$ cat config.mk
export PLATFORM = sky130hd
export DESIGN_NAME = tetris_vga_render
export DESIGN_NICKNAME = d
export VERILOG_FILES = /design/src/rtl/tetris_pkg.sv /design/src/rtl/vga_timing.sv /design/src/rtl/tetris_vga_render.sv
export SDC_FILE = /design/constraint.sdc
export NUM_CORES = 2
export LEC_CHECK = 0
export ABC_AREA = 1
export BUFFER_PORTS_ARGS = -buffer_cell sky130_fd_sc_hd__buf_4
export CORE_AREA = 2 2 323 325
export DETAILED_ROUTE_END_ITERATION = 8
export DIE_AREA = 0 0 325 327
export HOLD_SLACK_MARGIN = 0.05
export MAX_ROUTING_LAYER = met4
export PLACE_DENSITY = 0.71
export SYNTH_ARGS = -nofsm -noshare
export SYNTH_HDL_FRONTEND = slang
export SYNTH_SLANG_ARGS = --single-unit
$ cat constraint.sdc
create_clock -name i_gm_clk -period 59.3 [get_ports i_gm_clk]
set_input_delay 5.93 -clock i_gm_clk [delete_from_list [all_inputs] [get_ports i_gm_clk]]
set_output_delay 5.93 -clock i_gm_clk [all_outputs]
set_load 0.05 [all_outputs]
$ cat src/rtl/tetris_pkg.sv
// Shared types, VGA timing, board/score geometry and colour palette for the Tetris display path.
package tetris_pkg;

    localparam int unsigned H_ACTIVE = 640;
    localparam int unsigned H_FP     = 16;
    localparam int unsigned H_SYNC   = 96;
    localparam int unsigned H_BP     = 48;
    localparam int unsigned H_TOTAL  = H_ACTIVE + H_FP + H_SYNC + H_BP;
    localparam int unsigned V_ACTIVE = 480;
    localparam int unsigned V_FP     = 10;
    localparam int unsigned V_SYNC   = 2;
    localparam int unsigned V_BP     = 33;
    localparam int unsigned V_TOTAL  = V_ACTIVE + V_FP + V_SYNC + V_BP;
    localparam int unsigned CNT_W    = 10;

    localparam int unsigned CELL_PX     = 20;
    localparam int unsigned BOARD_X0    = 220;
    localparam int unsigned BOARD_Y0    = 40;
    localparam int unsigned BORDER_PX   = 4;
    localparam int unsigned BOARD_COLS  = 10;
    localparam int unsigned BOARD_ROWS  = 20;
    localparam int unsigned BOARD_X1    = BOARD_X0 + CELL_PX * BOARD_COLS - 1;
    localparam int unsigned BOARD_Y1    = BOARD_Y0 + CELL_PX * BOARD_ROWS - 1;

    localparam int unsigned SCORE_BITS  = 16;
    localparam int unsigned SCORE_Y0    = 452;
    localparam int unsigned SCORE_SQ    = 8;
    localparam int unsigned SCORE_PITCH = 12;
    localparam int unsigned SCORE_X1    = BOARD_X0 + SCORE_PITCH * SCORE_BITS - 1;

    localparam int unsigned COLOR_W = 4;
    localparam int unsigned RGB_W   = 3 * COLOR_W;

    typedef logic [BOARD_ROWS-1:0][BOARD_COLS-1:0][COLOR_W-1:0] grid_t;
    typedef logic [RGB_W-1:0] rgb_t;

    typedef enum logic [2:0] {
        REG_BLACK,
        REG_CELL,
        REG_GRIDLINE,
        REG_BORDER,
        REG_SCORE_ON,
        REG_SCORE_OFF
    } region_e;

    localparam rgb_t RGB_BLACK    = 12'h000;
    localparam rgb_t RGB_GRIDLINE = 12'h222;
    localparam rgb_t RGB_BORDER   = 12'h888;
    localparam rgb_t RGB_WHITE    = 12'hFFF;

    // Colour code to 12-bit RGB; codes above 7 render white.
    function automatic rgb_t palette(input logic [COLOR_W-1:0] code);
        rgb_t rgb;
        case (code)
            4'd0:    rgb = 12'h000;
            4'd1:    rgb = 12'h0FF;
            4'd2:    rgb = 12'hFF0;
            4'd3:    rgb = 12'hA0F;
            4'd4:    rgb = 12'hF80;
            4'd5:    rgb = 12'h00F;
            4'd6:    rgb = 12'h0F0;
            4'd7:    rgb = 12'hF00;
            default: rgb = 12'hFFF;
        endcase
        return rgb;
    endfunction

endpackage

$ cat src/rtl/vga_timing.sv
// 640x480 raster counters with raw syncs, active flag and frame markers; advances only on pixel strobe.
module vga_timing
    import tetris_pkg::*;
(
    input  logic             i_clk,
    input  logic             i_rst,
    input  logic             i_pix_en,
    output logic [CNT_W-1:0] o_h_cnt,
    output logic [CNT_W-1:0] o_v_cnt,
    output logic             o_hs_c,
    output logic             o_vs_c,
    output logic             o_active_c,
    output logic             o_line_end_c,
    output logic             o_vblank_start_c
);

    localparam logic [CNT_W-1:0] H_LAST   = CNT_W'(H_TOTAL - 1);
    localparam logic [CNT_W-1:0] V_LAST   = CNT_W'(V_TOTAL - 1);
    localparam logic [CNT_W-1:0] H_ACT    = CNT_W'(H_ACTIVE);
    localparam logic [CNT_W-1:0] V_ACT    = CNT_W'(V_ACTIVE);
    localparam logic [CNT_W-1:0] HS_FIRST = CNT_W'(H_ACTIVE + H_FP);
    localparam logic [CNT_W-1:0] HS_LAST  = CNT_W'(H_ACTIVE + H_FP + H_SYNC - 1);
    localparam logic [CNT_W-1:0] VS_FIRST = CNT_W'(V_ACTIVE + V_FP);
    localparam logic [CNT_W-1:0] VS_LAST  = CNT_W'(V_ACTIVE + V_FP + V_SYNC - 1);

    logic [CNT_W-1:0] r_h_cnt;
    logic [CNT_W-1:0] r_v_cnt;

    always_ff @(posedge i_clk or posedge i_rst) begin
        if (i_rst) begin
            r_h_cnt <= '0;
            r_v_cnt <= '0;
        end else if (i_pix_en) begin
            if (r_h_cnt == H_LAST) begin
                r_h_cnt <= '0;
                r_v_cnt <= (r_v_cnt == V_LAST) ? '0 : r_v_cnt + CNT_W'(1);
            end else begin
                r_h_cnt <= r_h_cnt + CNT_W'(1);
            end
        end
    end

    assign o_h_cnt          = r_h_cnt;
    assign o_v_cnt          = r_v_cnt;
    assign o_hs_c           = !((r_h_cnt >= HS_FIRST) && (r_h_cnt <= HS_LAST));
    assign o_vs_c           = !((r_v_cnt >= VS_FIRST) && (r_v_cnt <= VS_LAST));
    assign o_active_c       = (r_h_cnt < H_ACT) && (r_v_cnt < V_ACT);
    assign o_line_end_c     = (r_h_cnt == H_LAST);
    assign o_vblank_start_c = i_pix_en && (r_h_cnt == '0) && (r_v_cnt == V_ACT);

endmodule

$ cat src/rtl/tetris_vga_render.sv
// Renders the Tetris board, border and score bar to VGA from a per-frame snapshot of game state.
module tetris_vga_render
    import tetris_pkg::*;
(
    input  logic                  i_gm_clk,
    input  logic                  i_gm_rst,
    input  logic                  i_pix_en,
    input  grid_t                 i_grid,
    input  logic [SCORE_BITS-1:0] i_score,
    output logic                  o_vga_hs,
    output logic                  o_vga_vs,
    output logic [COLOR_W-1:0]    o_vga_r,
    output logic [COLOR_W-1:0]    o_vga_g,
    output logic [COLOR_W-1:0]    o_vga_b,
    output logic                  o_frame_tick
);

    localparam int unsigned SUB_W = $clog2(CELL_PX);
    localparam int unsigned COL_W = $clog2(BOARD_COLS);
    localparam int unsigned ROW_W = $clog2(BOARD_ROWS);
    localparam int unsigned SQ_W  = $clog2(SCORE_PITCH);
    localparam int unsigned IDX_W = $clog2(SCORE_BITS);

    localparam logic [SUB_W-1:0] SUB_LAST = SUB_W'(CELL_PX - 1);
    localparam logic [COL_W-1:0] COL_LAST = COL_W'(BOARD_COLS - 1);
    localparam logic [ROW_W-1:0] ROW_LAST = ROW_W'(BOARD_ROWS - 1);
    localparam logic [SQ_W-1:0]  SQ_LAST  = SQ_W'(SCORE_PITCH - 1);
    localparam logic [SQ_W-1:0]  SQ_SIZE  = SQ_W'(SCORE_SQ);

    localparam logic [CNT_W-1:0] BX0    = CNT_W'(BOARD_X0);
    localparam logic [CNT_W-1:0] BX1    = CNT_W'(BOARD_X1);
    localparam logic [CNT_W-1:0] BY0    = CNT_W'(BOARD_Y0);
    localparam logic [CNT_W-1:0] BY1    = CNT_W'(BOARD_Y1);
    localparam logic [CNT_W-1:0] BX0_M1 = CNT_W'(BOARD_X0 - 1);
    localparam logic [CNT_W-1:0] BY0_M1 = CNT_W'(BOARD_Y0 - 1);
    localparam logic [CNT_W-1:0] FX0    = CNT_W'(BOARD_X0 - BORDER_PX);
    localparam logic [CNT_W-1:0] FX1    = CNT_W'(BOARD_X1 + BORDER_PX);
    localparam logic [CNT_W-1:0] FY0    = CNT_W'(BOARD_Y0 - BORDER_PX);
    localparam logic [CNT_W-1:0] FY1    = CNT_W'(BOARD_Y1 + BORDER_PX);
    localparam logic [CNT_W-1:0] SY0    = CNT_W'(SCORE_Y0);
    localparam logic [CNT_W-1:0] SY1    = CNT_W'(SCORE_Y0 + SCORE_SQ - 1);
    localparam logic [CNT_W-1:0] SX1    = CNT_W'(SCORE_X1);

    logic [CNT_W-1:0] w_h_cnt;
    logic [CNT_W-1:0] w_v_cnt;
    logic             w_hs_raw;
    logic             w_vs_raw;
    logic             w_active;
    logic             w_line_end;
    logic             w_vblank_start;

    vga_timing u_timing (
        .i_clk            (i_gm_clk),
        .i_rst            (i_gm_rst),
        .i_pix_en         (i_pix_en),
        .o_h_cnt          (w_h_cnt),
        .o_v_cnt          (w_v_cnt),
        .o_hs_c           (w_hs_raw),
        .o_vs_c           (w_vs_raw),
        .o_active_c       (w_active),
        .o_line_end_c     (w_line_end),
        .o_vblank_start_c (w_vblank_start)
    );

    grid_t                 r_shadow_grid;
    logic [SCORE_BITS-1:0] r_shadow_score;
    logic                  r_frame_tick;

    // Frame-coherent snapshot of game state at the start of vertical blanking.
    always_ff @(posedge i_gm_clk or posedge i_gm_rst) begin
        if (i_gm_rst) begin
            r_shadow_grid  <= '0;
            r_shadow_score <= '0;
            r_frame_tick   <= 1'b0;
        end else begin
            r_frame_tick <= w_vblank_start;
            if (w_vblank_start) begin
                r_shadow_grid  <= i_grid;
                r_shadow_score <= i_score;
            end
        end
    end

    logic [SUB_W-1:0] r_sub_x;
    logic [SUB_W-1:0] r_sub_y;
    logic [COL_W-1:0] r_col;
    logic [ROW_W-1:0] r_row;
    logic [SQ_W-1:0]  r_sq_sub;
    logic [IDX_W-1:0] r_sq_idx;

    // Incremental cell/score-square addressing, aligned to the current counter values.
    always_ff @(posedge i_gm_clk or posedge i_gm_rst) begin
        if (i_gm_rst) begin
            r_sub_x  <= '0;
            r_sub_y  <= '0;
            r_col    <= '0;
            r_row    <= '0;
            r_sq_sub <= '0;
            r_sq_idx <= '0;
        end else if (i_pix_en) begin
            if (w_h_cnt == BX0_M1) begin
                r_sub_x  <= '0;
                r_col    <= '0;
                r_sq_sub <= '0;
                r_sq_idx <= '0;
            end else begin
                if (r_sub_x == SUB_LAST) begin
                    r_sub_x <= '0;
                    if (r_col != COL_LAST) r_col <= r_col + COL_W'(1);
                end else begin
                    r_sub_x <= r_sub_x + SUB_W'(1);
                end
                if (r_sq_sub == SQ_LAST) begin
                    r_sq_sub <= '0;
                    r_sq_idx <= r_sq_idx + IDX_W'(1);
                end else begin
                    r_sq_sub <= r_sq_sub + SQ_W'(1);
                end
            end
            if (w_line_end) begin
                if (w_v_cnt == BY0_M1) begin
                    r_sub_y <= '0;
                    r_row   <= '0;
                end else if (r_sub_y == SUB_LAST) begin
                    r_sub_y <= '0;
                    if (r_row != ROW_LAST) r_row <= r_row + ROW_W'(1);
                end else begin
                    r_sub_y <= r_sub_y + SUB_W'(1);
                end
            end
        end
    end

    region_e              w_region;
    logic [COLOR_W-1:0]   w_cell_code;
    logic                 w_in_board;
    logic                 w_in_frame;
    logic                 w_in_score;

    assign w_cell_code = r_shadow_grid[r_row][r_col];
    assign w_in_board  = (w_h_cnt >= BX0) && (w_h_cnt <= BX1) && (w_v_cnt >= BY0) && (w_v_cnt <= BY1);
    assign w_in_frame  = (w_h_cnt >= FX0) && (w_h_cnt <= FX1) && (w_v_cnt >= FY0) && (w_v_cnt <= FY1);
    assign w_in_score  = (w_v_cnt >= SY0) && (w_v_cnt <= SY1) && (w_h_cnt >= BX0) && (w_h_cnt <= SX1)
                         && (r_sq_sub < SQ_SIZE);

    // Region priority; square 0 is the MSB, so the bit index is the inverted square index.
    always_comb begin
        w_region = REG_BLACK;
        if (!w_active) begin
            w_region = REG_BLACK;
        end else if (w_in_board) begin
            w_region = ((r_sub_x == SUB_LAST) || (r_sub_y == SUB_LAST)) ? REG_GRIDLINE : REG_CELL;
        end else if (w_in_frame) begin
            w_region = REG_BORDER;
        end else if (w_in_score) begin
            w_region = r_shadow_score[~r_sq_idx] ? REG_SCORE_ON : REG_SCORE_OFF;
        end
    end

    region_e            r_region_s1;
    logic [COLOR_W-1:0] r_code_s1;
    logic               r_valid_s1;
    logic               r_hs_s1;
    logic               r_vs_s1;
    rgb_t               w_rgb;
    rgb_t               r_rgb;
    logic               r_hs_s2;
    logic               r_vs_s2;

    always_comb begin
        w_rgb = RGB_BLACK;
        case (r_region_s1)
            REG_CELL:      w_rgb = palette(r_code_s1);
            REG_GRIDLINE:  w_rgb = RGB_GRIDLINE;
            REG_BORDER:    w_rgb = RGB_BORDER;
            REG_SCORE_ON:  w_rgb = RGB_WHITE;
            REG_SCORE_OFF: w_rgb = RGB_GRIDLINE;
            default:       w_rgb = RGB_BLACK;
        endcase
    end

    // S1 decode/lookup and S2 palette stages; syncs ride alongside to stay aligned.
    always_ff @(posedge i_gm_clk or posedge i_gm_rst) begin
        if (i_gm_rst) begin
            r_region_s1 <= REG_BLACK;
            r_code_s1   <= '0;
            r_valid_s1  <= 1'b0;
            r_hs_s1     <= 1'b1;
            r_vs_s1     <= 1'b1;
            r_rgb       <= '0;
            r_hs_s2     <= 1'b1;
            r_vs_s2     <= 1'b1;
        end else if (i_pix_en) begin
            r_region_s1 <= w_region;
            r_code_s1   <= w_cell_code;
            r_valid_s1  <= 1'b1;
            r_hs_s1     <= w_hs_raw;
            r_vs_s1     <= w_vs_raw;
            r_rgb       <= r_valid_s1 ? w_rgb : RGB_BLACK;
            r_hs_s2     <= r_hs_s1;
            r_vs_s2     <= r_vs_s1;
        end
    end

    assign o_vga_hs     = r_hs_s2;
    assign o_vga_vs     = r_vs_s2;
    assign o_vga_r      = r_rgb[RGB_W-1 -: COLOR_W];
    assign o_vga_g      = r_rgb[2*COLOR_W-1 -: COLOR_W];
    assign o_vga_b      = r_rgb[COLOR_W-1 -: COLOR_W];
    assign o_frame_tick = r_frame_tick;

endmodule

==> metrics list <==
- Result of the run: finished clean
- In this run, post-CTS hold repair placed 0 buffers.
* Number of max-cap violations: 0
- Crit path arrival time: 11.60 ns
- CTS H-tree depth: 3
- From bottom edge to top edge, the die measures 327 um.
- Routability-driven placement finished with a final weighted congestion of approximately 0.95.
* Slowest cell on crit path: sky130_fd_sc_hd__buf_4
* Critical path's top delay family: buffers and inverters
* Kind of critical path: input pin to register
* Clock tree skew after final layout: around 0.023 ns
- Transition time at the pin with the least slew margin: ~1.2 ns
- The final count of pins violating max slew came to 0.
* Total negative setup slack: 0 ns
- Number of core rows: 118
- Portion of the post-synthesis area used by sequential elements: around half
- Initial Util: 41.8%
- Netlist Area Pre-Place: 43000 um2
- In this run, synthesis inferred 0 flip-flops with an integrated enable.
- Inserted Clock Buffers: 96
- Worst slew margin: 17.4%
* Kind of end point of the critical path: register
* Dominant cells by area after synthesis: sky130_fd_sc_hd__dfrtp_1 51%, sky130_fd_sc_hd__nand2_1 24%, sky130_fd_sc_hd__o21ai_0 7.0%
- Sum of buffers and inverters on the critical path: 6
- Traced cell by cell, the critical path runs through buf_4, nand4_1, nor4_2, nand3_4, inv_8, buf_4, buf_4, buf_4, buf_4, o21ai_0.
- A synthesized cell averages 7.44 um2.
- Buffers added to address setup during post-CTS repair amount to 0.
- The initial antenna violation count was 41.
* Root Driver: sky130_fd_sc_hd__clkbuf_16
- In the synthesized netlist the dominant register cell turns out to be sky130_fd_sc_hd__dfrtp_1.
- Before CTS, the worst setup slack after placement is 47.74 ns.
* Clk Latency, worst-skew pair: 0.67 ns
- The first detailed-routing pass took 6 iterations.
* Post-synthesis net count: 6614
- TritonCTS built the clock tree.
- After the first detailed-routing iteration, the DRC count stood at about 4600.
* Worst setup slack after layout: 48.19 ns
- The number of gates resized after CTS was 0.
* Most numerous cell on the critical path: sky130_fd_sc_hd__buf_4
- Launch point of the worst hold path: r_valid_s1$_DFFE_PP0P_
* Number of endpoints with negative hold slack in the final report: 0
- The die is 325 um wide.
- Input and output buffers added on the ports amount to 833.
* Highest net fanout along the worst path: roughly 180
- For this run, design rule violations remaining after detail routing come to 0.
* TritonCTS Sinks: 885
- Area of the placeable core: a little over 100000 um2
- Pin count of the biggest net entering global routing: 191
* First-pass GRT wire length: 240 mm
- After clock tree synthesis, the clock-pin slew on the worst setup and hold paths is 0.06 ns.
* Leak Pwr: 28.4 nW
- Routed vias/inst: 5.20
- Setup repair after global routing missed its margin: no
* Final net count: 7233
- Required time reported for the critical path endpoint: 59.79 ns
- Post-synthesis async set-or-reset flop share: between 90% and 100%
- Power per unit of standard cell area: 26.6 nW/um2
- The worst register-to-register path begins at u_timing.o_h_cnt[9]$_DFFE_PP0P_.
- The post-route netlist has 16.4% of its cells at a drive strength greater than 1.
* Worst setup SP type: input pin
* Congestion Overflow GR: 0
* Count of warnings emitted by yosys: 0
- Maximum clock frequency: 90.0 MHz
- In this run the worst setup path begins at i_pix_en.
* Total setup violations reported at the end of the flow: 0
* Cell type with the largest total area after synthesis: sky130_fd_sc_hd__dfrtp_1
- Number of instances in the synthesized netlist: 5781
- The worst-case IR drop observed on VDD is 19.2 uV.
- Final critical-path share of the clock period: 18.7%
* Top cell type's share of synthesized area: 51.3%
- Across all layers, the routed design uses just over 40000 vias.
- Via count of the first global-routing pass: 39300
- Summed over all nets, the half-perimeter wirelength after detailed placement is 114 mm.
* Largest buffer count on any clock path: 3
- Overall Global Routing Usage: between 30 and 40%
- Number of nets with antenna violations after routing: 0
- Final worst path period need: about 11 ns
- The min-delay analysis places its worst path in the category register to register.
- Yosys reg bits: between 800 and 900
- Wire length after detailed routing: roughly 160 mm
- Yosys mapped the design onto 49 distinct sky130hd cell types.
- Layout Area Growth over Synthesis: 22.2%
* Io pins: between 800 and 900
- For this run, the slowest stage of the critical path takes 0.94 ns.
- In the final routed layout, each cell accounts on average for between 20 and 25 um.
- DIE AREA: 106000 um2
[path summary, 6_finish.rpt]
kind / endpoint / slack (ns) / depth (start not counted)
max in group asynchronous: r_shadow_grid[752]$_DFFE_PP0P_ / 49.76 / 6
min in group asynchronous: r_shadow_grid[409]$_DFFE_PP0P_ / 5.44 / 2
worst min register to register: r_valid_s1$_DFFE_PP0P_ / 0.46 / 2
worst max-delay path: r_shadow_grid[265]$_DFFE_PP0P_ / 48.19 / 10
worst max register to register: r_shadow_grid[265]$_DFFE_PP0P_ / 53.09 / 10
worst min-delay path: r_valid_s1$_DFFE_PP0P_ / 0.46 / 2
[tightest hold or removal path, cell delays in order (launching register included)]
cell,delay [ns]
sky130_fd_sc_hd__dfrtp_1,0.32
sky130_fd_sc_hd__inv_1,0.05
sky130_fd_sc_hd__nand2_1,0.06
[power breakdown]
group / internal (mW) / switching, mW / total [mW]
clock network: 0.347 / 0.247 / 0.594
logic: 0.0690 / 0.105 / 0.174
registers: 0.614 / 0.0154 / 0.629
total: 1.03 / 0.367 / 1.40
[cell type report]
cell class / count / area, um2
sequential: 885 / 22200
timing repair buffer: 876 / 6610
inverter: 376 / 1440
multi-input combinational: 4165 / 17500
clock inverter: 16 / 193
tap: 1380 / 1730
clock buffer: 143 / 2860
fill: 9944 / 50300
antenna: 37 / 92.6
[metal layers]
metal,global-route usage (%),vias to the layer above,wire [um]
li1,-,19200,-
met1,39.8,19700,66600
met2,47.1,1703,76000
met3,4.81,296,11300
met4,13.6,0,6660
met5,-,-,0
[layout by cell type (no fill, tap or decap), drive strengths merged, types with 2 or more instances in the layout]
cell and instances:
a21oi 56, a22o 2, a311oi 2, a31oi 4, buf 876, bufinv 4
clkbuf 143, clkinv 10, clkinvlp 2, dfrtp 881, dfstp 4, diode 37
ha 14, inv 376, nand2 2708, nand3 132, nand4 22, nor2 429
nor3 18, nor3b 2, nor4 12, o211ai 35, o21ai 635, o221ai 4
o22ai 58, o31ai 5, xnor2 2, xor2 14
[cells by family after synthesis]
group | count (synthesis) | share of synthesized area (%)
flops | 885 | 51.5
buf+inv | 731 | 7.92
xor+xnor | 16 | 0.326
compound gates | 809 | 9.97
fa+ha+maj | 14 | 0.407
simple gates | 3326 | 29.9
[sequential cells by signal (all words and copies together) (netlist names), 3 cells and up]
signal / count
r_sq_idx: 4
u_timing.o_v_cnt: 10
r_col: 4
r_row: 5
r_code_s1: 4
r_sq_sub: 4
r_rgb: 9
r_sub_y: 5
r_region_s1: 3
r_shadow_score: 16
r_shadow_grid: 800
u_timing.o_h_cnt: 10
r_sub_x: 5
[cells in the mapped netlist, drive strengths merged (2+ instances only)]
master / n
nor2: 429
a31oi: 4
ha: 14
nand2: 2708
o31ai: 5
xor2: 14
a311oi: 2
nor3b: 2
a22o: 2
nand4: 22
o211ai: 35
a21oi: 56
nor3: 18
xnor2: 2
dfstp: 4
dfrtp: 881
nor4: 12
buf: 239
o22ai: 58
o221ai: 4
clkbuf: 116
o21ai: 635
nand3: 132
inv: 375
[stage by stage]
| stage | instance area (um2) | power, mW | hold WS [ns] | util [%] | instances |
|---|---|---|---|---|---|
| after global routing | 52600 | 1.45 | 0.468 | 51.1 | 7878 |
| after global placement | 49400 | 0.812 | 0.437 | 48.0 | 7682 |
| after detailed placement | 49400 | 0.813 | 0.441 | 48.0 | 7682 |
| after CTS | 52500 | 1.40 | 0.454 | 51.0 | 7841 |
| final | 52600 | 1.40 | 0.456 | 51.1 | 7878 |
| after floorplan | 43000 | 0.727 | 0.423 | - | 5781 |
Note: power is estimated with default switching activity, not from simulation.
